$ cat src/rtl/evt_window_counter.sv
`default_nettype none
// ============================================================================
// evt_window_counter : per-channel event counts over a window of enabled
//                      cycles, snapshotted with a one-cycle valid strobe.
// Rev 1.0
// ============================================================================
module evt_window_counter #(
  parameter int N_CH          = 4,
  parameter int WIDTH         = 16,
  parameter int WINDOW_CYCLES = 1000,
  parameter bit SATURATE      = 1'b0
) (
  input  logic                  clk_in,
  input  logic                  rst_in,
  input  logic [N_CH-1:0]       evt_in,
  input  logic                  en_in,
  input  logic                  clear_in,
  output logic [N_CH*WIDTH-1:0] count_out,
  output logic [N_CH-1:0]       ovf_out,
  output logic                  valid_out
);

  // A one-cycle window still needs a 1-bit timer to keep the types legal.
  localparam int               WIN_W    = (WINDOW_CYCLES > 1) ? $clog2(WINDOW_CYCLES) : 1;
  localparam logic [WIN_W-1:0] WIN_LAST = WIN_W'(WINDOW_CYCLES - 1);
  localparam logic [WIDTH-1:0] CNT_MAX  = {WIDTH{1'b1}};

  logic [WIN_W-1:0]       win_cnt_q, win_cnt_d;
  logic [WIDTH-1:0]       acc_q [N_CH];
  logic [WIDTH-1:0]       acc_d [N_CH];
  logic [N_CH-1:0]        acc_ovf_q, acc_ovf_d;
  logic [N_CH*WIDTH-1:0]  count_q, count_d;
  logic [N_CH-1:0]        ovf_q, ovf_d;
  logic                   valid_q, valid_d;

  logic [WIDTH-1:0]       sum [N_CH];
  logic [N_CH-1:0]        sum_ovf;
  logic                   terminal;

  generate
    for (genvar k = 0; k < N_CH; k++) begin : g_ch
      logic [WIDTH:0] raw;
      assign raw        = {1'b0, acc_q[k]} + {{WIDTH{1'b0}}, evt_in[k]};
      assign sum_ovf[k] = raw[WIDTH];
      if (SATURATE) begin : g_sat
        assign sum[k] = raw[WIDTH] ? CNT_MAX : raw[WIDTH-1:0];
      end else begin : g_wrap
        assign sum[k] = raw[WIDTH-1:0];
      end
    end
  endgenerate

  assign terminal = en_in && (win_cnt_q == WIN_LAST);

  always_comb begin
    win_cnt_d = win_cnt_q;
    acc_d     = acc_q;
    acc_ovf_d = acc_ovf_q;
    count_d   = count_q;
    ovf_d     = ovf_q;
    valid_d   = 1'b0;
    if (clear_in) begin
      win_cnt_d = '0;
      acc_ovf_d = '0;
      for (int k = 0; k < N_CH; k++) acc_d[k] = '0;
    end else if (en_in) begin
      if (terminal) begin
        // Snapshot includes the terminal cycle's own events.
        for (int k = 0; k < N_CH; k++) begin
          count_d[k*WIDTH +: WIDTH] = sum[k];
          acc_d[k]                  = '0;
        end
        ovf_d     = acc_ovf_q | sum_ovf;
        acc_ovf_d = '0;
        win_cnt_d = '0;
        valid_d   = 1'b1;
      end else begin
        for (int k = 0; k < N_CH; k++) acc_d[k] = sum[k];
        acc_ovf_d = acc_ovf_q | sum_ovf;
        win_cnt_d = win_cnt_q + 1'b1;
      end
    end
  end

  always_ff @(posedge clk_in) begin
    if (rst_in) begin
      win_cnt_q <= '0;
      acc_ovf_q <= '0;
      count_q   <= '0;
      ovf_q     <= '0;
      valid_q   <= 1'b0;
      for (int k = 0; k < N_CH; k++) acc_q[k] <= '0;
    end else begin
      win_cnt_q <= win_cnt_d;
      acc_ovf_q <= acc_ovf_d;
      count_q   <= count_d;
      ovf_q     <= ovf_d;
      valid_q   <= valid_d;
      for (int k = 0; k < N_CH; k++) acc_q[k] <= acc_d[k];
    end
  end

  assign count_out = count_q;
  assign ovf_out   = ovf_q;
  assign valid_out = valid_q;

endmodule
`default_nettype wire

$ cat config.mk
export PLATFORM = sky130hd
export DESIGN_NAME = evt_window_counter
export DESIGN_NICKNAME = d
export VERILOG_FILES = /design/src/rtl/evt_window_counter.sv
export SDC_FILE = /design/constraint.sdc
export NUM_CORES = 1
export LEC_CHECK = 0
export BUFFER_PORTS_ARGS = -buffer_cell sky130_fd_sc_hd__buf_2
export CORE_MARGIN = 3
export CORE_UTILIZATION = 40
export CTS_BUF_LIST = sky130_fd_sc_hd__clkbuf_4 sky130_fd_sc_hd__clkbuf_8
export DETAILED_ROUTE_END_ITERATION = 7
export MAX_ROUTING_LAYER = met4
export SYNTH_ARGS = -nofsm -noshare
export SYNTH_HDL_FRONTEND = slang
export SYNTH_SLANG_ARGS = --single-unit
$ cat constraint.sdc
create_clock -name clk_in -period 1.9 [get_ports clk_in]
set_input_delay 0.38 -clock clk_in [delete_from_list [all_inputs] [get_ports clk_in]]
set_output_delay 0.38 -clock clk_in [all_outputs]
set_load 0.005 [all_outputs]
## After elaboration in Yosys (flattened, before gate mapping)

Cells that the tools add are included.

| word-level totals | value |
|---|---|
| latch bits | 0 |
| ROM bits | 0 |
| flip-flop bits (word level) | 147 |
| memories | 0 |
| bits in writable memories | 0 |
| input bits | 8 |
| logic and storage cells | 26 |

| cells by class | value |
|---|---|
| multiply operators | 0 |
| reduce and logical (&&, ||, !) cells | 4 |
| magnitude comparators | 0 |
| bitwise gates (word level) | 3 |
| muxes and demuxes | 4 |
| add/sub/neg operators | 5 |
| div/mod/pow operators | 0 |
| shifts and indexed selects | 0 |
| eq/ne operators | 1 |

Operator list:

| cell | count |
|---|---|
| adder 16 x 1 -> 17 bit | 4 |
| 2-to-1 mux 64 bit | 1 |
| adder 10 x 1 -> 10 bit, second input constant | 1 |
| equality test 10 bit, second input constant | 1 |
| 2-to-1 mux 10 bit | 1 |
| 2-to-1 mux 4 bit | 1 |
| bitwise OR 4 bit | 1 |
| AND reduction 3 bit | 1 |
| OR reduction 3 bit | 1 |
| inverter 1 bit | 2 |
| OR reduction 2 bit | 1 |
| logical AND 1 bit | 1 |
| 2-to-1 mux 1 bit | 1 |

## Depth between registers and ports, before layout

Gate-level depths: netlist of the first run.

| logic depth | value |
|---|---|
| depth in word-level cells | 3 |
| gate-level depth with buffers | 7 |

## Least setup slack after synthesis of the first run

Ideal clock, no wire load.

| path | value |
|---|---|
| path type | register to register |
| from | reg win_cnt_q[0] |
| to | reg ovf_q[2] (netlist: ovf_out[2]) |
| stages on the path, launching flop included | 7 |
| arrival time | 1786 ps |
| slack | -17 ps |
| buffers on the path | 1 |
| library setup time | 131 ps |
| cell sequence | dfxtp_1 > ha_1 > nand4_2 > or4_1 > clkbuf_1 > a311oi_1 > nor3_1 |

| on the way | value |
|---|---|
| longest elaborated chain between the ends | 3 |

RTL lines:

| what | line | text |
|---|---|---|
| from (decl) | 28 | `logic [WIN_W-1:0] win_cnt_q, win_cnt_d;` |
| from (signal assigned) | 94 | `win_cnt_q <= win_cnt_d;` |
| equality test 10 bit | 53 | `assign terminal = en_in && (win_cnt_q == WIN_LAST);` |
| logical AND 1 bit | 53 |  |
| AND reduction 3 bit (no source line) | - |  |
| to (signal assigned) | 97 | `ovf_q <= ovf_d;` |
| to (decl) | 33 | `logic [N_CH-1:0] ovf_q, ovf_d;` |

Every way passes these cells.
A chain may end at the register's enable or synchronous reset.

## Worst setup path in the final report of the first run

| path | value |
|---|---|
| from | reg win_cnt_q[4] |
| to | reg count_q[61] (netlist: count_out[61]) |

| on the way | value |
|---|---|
| longest elaborated chain between the ends | 3 |

RTL lines:

| what | line | text |
|---|---|---|
| equality test 10 bit | 53 |  |
| logical AND 1 bit | 53 |  |
| AND reduction 3 bit (no source line) | - |  |
| to (signal assigned) | 96 | `count_q <= count_d;` |
| to (decl) | 32 | `logic [N_CH*WIDTH-1:0] count_q, count_d;` |

Every way passes these cells.

==> run summary, run 1 <==
Post-Syn Area: 6800 sq um
Mapped Cells: 805
Library cells used by synthesis: 43
WL/cell: 15.4 microns
Core ar.: 16600 sq um
Top_reg_cell synth: dfxtp_1
First-iteration detailed-routing DRC count: 377
Pwr/cell area: 648 nW/um^2
FF-to-FF setup slack: 0.07 ns
Min cycle time layout: 1.83 ns
Clock Latency Late Sink: 0.46 ns
Required time of the critical path: 2.27 ns
Crit-path max FO: 7
Syn-to-layout area delta: 26.0%
GP Congestion: 0.890
Via count: 6187
Syn_area_per_cell: 8.45 sq um
Max-cap viol count: 0
Post-synthesis mux area share: 0.147%
Post-Synth Simple-Gate Area: 22.1%
Worst Hold Path EP: count_out[0]$_SDFFE_PP0P_
Post-DP HPWL: 12100 microns
CP Launch Type: flip-flop
DIE AREA: 18600 sq um
Critical path class: flip-flop to flip-flop
CTS Buf Count: 17
Worst reg-to-reg path cell count: 8
Synth warnings: 0
Tcrit/Tclk final: 96.4%
Largest net degree at the start of global routing: 57
Clock Path Buffers: 2
Post-synthesis sequential area ratio: 43.3%
Die Width: 136 microns
Clock skew: 0.0103 ns
Die H: 136 microns
Grt ovf: 0
Post-route insts no fill: 1162
Avg Vias per Cell: 5.32
Fin. Hold Viols: 0
CTS tree: built
Drt first pass iters: 5
Root Buffer Master: clkbuf_8
First-pass GRT wire length: 28200 microns
Adder-Cell Fraction of Synth Area: 1.66%
RR Endpoint: count_out[61]$_SDFFE_PP0P_
P_leak: 3.12 nW
Fraction of layout cells with a size suffix above 1: 25.3%
CTS clk-pin slew, worst paths: 0.07 ns
Fmax: 546 MHz
Synth Area in Compound Gates: 20.8%
HP Start: evt_in[0]
Maximum level of the CTS H-tree: 4
Relative slew slack: 57.0%
Clk sinks: 147
Post-route ant nets: 0
PortBufs: 76
I/O Pins: 77
Hold path depth: 4
Max Slew Vio Count: 0
Smallest hold slack: 0.362 ns
Hold Crit Class: input port to flip-flop
Dpl cells: 1118
Setup violations, final: 0
Post-synth EDFFs: 0
Critical path arrival: 2.20 ns
Antenna violations before repair: 0
Worst setup EP type: flip-flop
Ant diodes: 0
Fill cells: 1617
Status: finished, final reports clean
Largest family of logic cells by synthesized area: simple AND/OR/NAND/NOR gates
Tot GR Track Use: 19.5%
Register bit total from synthesis: 147
Drt drc: 0
Layout net count: 949
Starting Density: 40.9%
Row count: 47
Vias in the first global route: 5524
RSZ-0062 raised after global routing: yes
Worst r2r src: win_cnt_q[4]$_SDFFE_PP0P_
Synth Area in XOR/XNOR: 7.21%
Hold Buf Count CTS: 0
Synthesized Nets: 822
Wirelength, routed: 17900 microns
Worst Tran Pin Value: 0.645 ns
VDD IR max: 449 uV
Synth async-reset ratio: 0%
[worst max path at each step]
stage	startpoint	end	slack, ns	cells past startpoint
floorplan	win_cnt_q[0]$_SDFFE_PP0P_	ovf_out[2]$_SDFFE_PP0P_	0.05	6
global placement	win_cnt_q[0]$_SDFFE_PP0P_	count_out[30]$_SDFFE_PP0P_	-0.04	7
detailed placement	win_cnt_q[0]$_SDFFE_PP0P_	count_out[30]$_SDFFE_PP0P_	-0.11	7
CTS	win_cnt_q[0]$_SDFFE_PP0P_	count_out[23]$_SDFFE_PP0P_	-0.06	8
global route	win_cnt_q[4]$_SDFFE_PP0P_	count_out[3]$_SDFFE_PP0P_	-0.02	7
finish	win_cnt_q[4]$_SDFFE_PP0P_	count_out[61]$_SDFFE_PP0P_	0.07	8
[cells in the mapped netlist (all sizes together), types with 2 or more instances]
library cell  number  area, sq um
a211oi            50          375
a21oi             55          275
a221o              5         50.1
a311oi             6         52.6
a31oi             43          269
a32o               6         60.1
a41oi             11         96.3
and3              19          119
and4              10         87.6
buf               31          153
clkbuf            39          148
dfxtp            147         2940
ha                 9          113
inv                6         22.5
nand2             69          259
nand2b            12         75.1
nand3             32          160
nand3b             4         30.0
nand4             20          131
nor2              87          329
nor3              20          100
nor3b              5         37.5
nor4              10          105
o21a               4         30.0
o21ai             34          170
or2                2         12.5
or3                6         37.5
xnor2             40          350
xor2              16          140
[cells in the final DEF (no fill, tap or decap), types with 5 or more instances in the layout]
| cell type | synthesis | routed |
|---|---|---|
| a211oi_2 | 0 | 5 |
| buf_12 | 0 | 7 |
| inv_1 | 6 | 6 |
| buf_2 | 29 | 78 |
| nand2_1 | 69 | 68 |
| xor2_1 | 16 | 16 |
| nor3b_1 | 5 | 5 |
| and4_1 | 10 | 10 |
| ha_1 | 9 | 5 |
| nand3_1 | 32 | 31 |
| clkbuf_8 | 0 | 24 |
| dfxtp_1 | 147 | 143 |
| xnor2_1 | 40 | 40 |
| a32o_1 | 6 | 6 |
| and3_1 | 19 | 19 |
| a221o_1 | 5 | 5 |
| a41oi_1 | 11 | 11 |
| nand2b_1 | 12 | 12 |
| buf_4 | 0 | 81 |
| nand4_1 | 19 | 19 |
| buf_6 | 0 | 7 |
| or3_1 | 6 | 6 |
| a21oi_1 | 55 | 55 |
| a311oi_1 | 6 | 5 |
| nor2_1 | 86 | 86 |
| a211oi_1 | 50 | 45 |
| o21ai_0 | 32 | 32 |
| a31oi_1 | 43 | 43 |
| nor3_1 | 20 | 18 |
[worst max-delay path, cell delays in order (launching register included)]
cell      delay, ns
dfxtp_2        0.32
or3b_4         0.41
buf_6          0.15
nor4_4         0.16
buf_4          0.18
buf_8          0.13
buf_12         0.13
nor2_1         0.04
a311oi_1       0.22
[per-stage QoR]
| stage | utilization [%] | instance area [sq um] | TNS (ns) | setup slack (ns) | total power [mW] |
|---|---|---|---|---|---|
| after floorplan | - | 6810 | 0 | 0.0497 | 3.27 |
| after global placement | 47.4 | 7880 | -0.113 | -0.0373 | 3.36 |
| after detailed placement | 47.4 | 7880 | -2.87 | -0.109 | 3.36 |
| after CTS | 50.1 | 8340 | -0.252 | -0.0571 | 5.63 |
| after global routing | 51.5 | 8570 | -0.150 | -0.0236 | 5.78 |
| final | 51.5 | 8570 | 0 | 0.0687 | 5.56 |
[power by group]
group	leakage, nW	internal (mW)	switching [mW]
sequential	1.19	3.08	0.00344
combinational	1.75	0.0705	0.134
clock	0.189	1.13	1.13
total	3.12	4.29	1.27
[logic make-up (layout without fill, tap and decap cells)]
logic type	count (synthesis)	after routing
compound gates	217	217
xor+xnor	56	56
fa+ha+maj	9	9
buf+inv	76	213
flops	147	147
mux	1	1
simple gates	299	299
[per-layer routing]
layer	vias up	share of wire (%)	GRT usage (%)
met5	-	0	-
met2	123	45	29.2
li1	3188	-	-
met3	15	4.3	4.33
met4	0	1.2	5.15
met1	2861	49	26.7
[state kept, by name, indices dropped and copies added, names as in the netlist]
| register | cells |
|---|---|
| acc_ovf_q | 4 |
| count_out | 64 |
| valid_out | 1 |
| ovf_out | 4 |
| acc_q | 64 |
| win_cnt_q | 10 |
[timing repair]
action / CTS / global route
resized for setup: 13 / 25
pin swaps: 2 / 7
hold endpoints to repair: 0 / 0
cloned: 1 / 5
buffers inserted: 3 / 6
setup endpoints to repair: 52 / 80
[layout make-up]
cell class | instances | area, sq um | area share, %
well taps | 220 | 275 | 3.21
repair buffers | 178 | 1340 | 15.6
flip-flops and latches | 147 | 2950 | 34.4
inverters | 6 | 22.5 | 0.263
clock buffers | 25 | 338 | 3.94
clock inverters | 4 | 22.5 | 0.263
multi-input cells | 582 | 3630 | 42.4
Power figures use the tool's default switching activity.
==> inputs of run 2 (changes only) <==
CELL_PAD_IN_SITES_DETAIL_PLACEMENT = 1   (was unset)
CELL_PAD_IN_SITES_GLOBAL_PLACEMENT = 1   (was unset)
PLACE_DENSITY_LB_ADDON = 0.1   (was unset)
==> run 2 against run 1 <==
The flow now finishes with violations (setup timing). Combinational power increased by 24%. Global-route usage increased by 4.7 points. Utilization increased by 3.9 points. Fmax decreased by 8.6%. Via count increased by 9.7%. Die area unchanged. Clock-buffer cell count decreased by 6. Clock power increased by 16%.
==> run summary, run 2 (synthesis gave the netlist of run 1 again) <==
FF-to-FF setup slack: -0.10 ns (was 0.07 ns)
Worst Hold Path EP: count_out[48]$_SDFFE_PP0P_ (was count_out[0]$_SDFFE_PP0P_)
Psw: 1.45 mW (was 1.27 mW)
Layout Utilization: 55.4% (was 51.5%)
Post-route ant nets: 0 (unchanged)
Drt first pass iters: 4 (was 5)
Final WS setup: -0.104 ns (was 0.0687 ns)
CP Launch Type: flip-flop (unchanged)
Via count: 6788 (was 6187)
CTS Buf Count: 17 (unchanged)
Violated checks: setup timing
Required time of the critical path: 2.26 ns (was 2.27 ns)
Row count: 47 (unchanged)
CTS tree: built (unchanged)
Setup violations, final: 73 (was 0)
First-pass GRT wire length: 34800 microns (was 28200 microns)
RR Endpoint: acc_q[21]$_SDFFE_PP0P_ (was count_out[61]$_SDFFE_PP0P_)
RSZ-0062 raised after global routing: yes (unchanged)
Worst setup EP type: flip-flop (unchanged)
Critical path class: flip-flop to flip-flop (unchanged)
Syn-to-layout area delta: 35.6% (was 26.0%)
Starting Density: 40.9% (unchanged)
Hold Crit Class: input port to flip-flop (unchanged)
Tcrit/Tclk final: 105% (was 96.4%)
DIE AREA: 18600 sq um (unchanged)
Min cycle time layout: 2.00 ns (was 1.83 ns)
Worst Tran Pin Value: 0.640 ns (was 0.645 ns)
Net Sw Frac: 24.2% (was 22.8%)
Core ar.: 16600 sq um (unchanged)
Worst r2r src: win_cnt_q[4]$_SDFFE_PP0P_ (unchanged)
PortBufs: 76 (unchanged)
Clock power share: 44.2% (was 40.8%)
Sequential share of power: 51.6% (was 55.5%)
Most frequent cells in the layout: 142 x dfxtp_1, 83 x buf_4, 76 x buf_2, 69 x nor2_1, 63 x nand2_1 (was 143 x dfxtp_1, 86 x nor2_1, 81 x buf_4, 78 x buf_2, 68 x nand2_1)
Maximum level of the CTS H-tree: 4 (unchanged)
Max-cap viol count: 0 (unchanged)
Max Slew Vio Count: 0 (unchanged)
Die H: 136 microns (unchanged)
VDD IR max: 514 uV (was 449 uV)
I/O Pins: 77 (unchanged)
Clock Latency Late Sink: 0.47 ns (was 0.46 ns)
Worst reg-to-reg path cell count: 6 (was 8)
First-iteration detailed-routing DRC count: 336 (was 377)
Post-DP HPWL: 14800 microns (was 12100 microns)
Die Width: 136 microns (unchanged)
Commonest non-fill, non-tap cell in the layout: dfxtp_1 (unchanged)
Antenna violations before repair: 1 (was 0)
Drt drc: 0 (unchanged)
Layout net count: 967 (was 949)
Pint: 4.53 mW (was 4.29 mW)
Clock Path Buffers: 2 (unchanged)
Fin. Hold Viols: 0 (unchanged)
P_leak: 3.38 nW (was 3.12 nW)
Worst slack, placed: -0.131 ns (was -0.109 ns)
Clk sinks: 147 (unchanged)
Root Buffer Master: clkbuf_8 (unchanged)
Clock skew: 0.0133 ns (was 0.0103 ns)
Fill cells: 1942 (was 1617)
Tot GR Track Use: 24.2% (was 19.5%)
Critical path arrival: 2.36 ns (was 2.20 ns)
Pwr/cell area: 648 nW/um^2 (about the same)
WL/cell: 19.9 microns (was 15.4 microns)
Relative slew slack: 57.3% (was 57.0%)
Grt ovf: 0 (unchanged)
HP Start: evt_in[3] (was evt_in[0])
Fmax: 499 MHz (was 546 MHz)
Status: complete, but fails checks (was finished, final reports clean)
Hold Buf Count CTS: 0 (unchanged)
Crit-path max FO: 16 (was 7)
Comb pwr share: 4.2% (was 3.7%)
Largest net degree at the start of global routing: 49 (was 57)
Wirelength, routed: 23600 microns (was 17900 microns)
Avg Vias per Cell: 5.73 (was 5.32)
Crit path from: win_cnt_q[4]$_SDFFE_PP0P_ (unchanged)
Vias in the first global route: 6849 (was 5524)
CTS clk-pin slew, worst paths: 0.08 ns (was 0.07 ns)
Fraction of layout cells with a size suffix above 1: 34.2% (was 25.3%)
Hold path depth: 4 (unchanged)
GP Congestion: 0.913 (was 0.890)
[run 2: power by group through the flow]
stage | sequential [mW] | combinational, mW | clock (mW)
2_1_floorplan | 3.16 | 0.112 | 0
3_3_place_gp | 3.16 | 0.202 | 0
3_5_place_dp | 3.16 | 0.207 | 0
4_1_cts | 3.09 | 0.209 | 2.68
5_1_grt | 3.09 | 0.270 | 2.81
6_report | 3.09 | 0.252 | 2.64
[run 2: what timing repair did]
action	in CTS	in global routing
setup buffers	5	17
endpoints found under the setup margin	42	72
gates cloned	1	9
gates resized for setup	13	112
pin swaps	0	51
[run 2: critical path, stage by stage (launching register included)]
cell and delay [ns]:
dfxtp_2 0.32, or3b_4 0.43, buf_4 0.15, o311a_4 0.39, buf_12 0.17, buf_4 0.14, a221o_1 0.29
[run 2: layout make-up]
cell class	count	area (sq um)	share of cell area (%)
multi-input cells	582	3920	42.5
flip-flops and latches	147	2950	32.0
repair buffers	196	1640	17.7
well taps	220	275	2.98
clock buffers	19	262	2.84
clock inverters	13	159	1.72
inverters	6	22.5	0.244
diodes	1	2.50	0.0271
[run 2: worst max path at each step]
stage / end / slack (ns) / depth (start not counted)
3_3_place_gp: count_out[15]$_SDFFE_PP0P_ / -0.02 / 8
4_1_cts: count_out[11]$_SDFFE_PP0P_ / 0.002 / 8
2_1_floorplan: ovf_out[2]$_SDFFE_PP0P_ / 0.05 / 6
5_1_grt: acc_q[58]$_SDFFE_PP0P_ / -0.16 / 7
3_5_place_dp: count_out[24]$_SDFFE_PP0P_ / -0.13 / 8
6_report: acc_q[21]$_SDFFE_PP0P_ / -0.10 / 6
[run 2: routing by layer]
metal  wire (microns)  vias to the layer above  GRT usage [%]
met5                0                        -              -
met4              440                        0           9.24
met3              931                       34           5.00
met2            11700                      164           40.1
met1            10500                     3360           28.9
li1                 -                     3230              -
[run 2: through the flow]
step	area, sq um	setup TNS (ns)	cells	hold slack [ns]	total power [mW]
floorplan	6810	0	805	0.438	3.27
global placement	7930	-0.0269	1121	0.437	3.36
detailed placement	7930	-1.55	1121	0.453	3.37
CTS	8480	0	1159	0.355	5.97
global route	9220	-9.16	1184	0.358	6.17
finish	9220	-2.76	1184	0.353	5.98
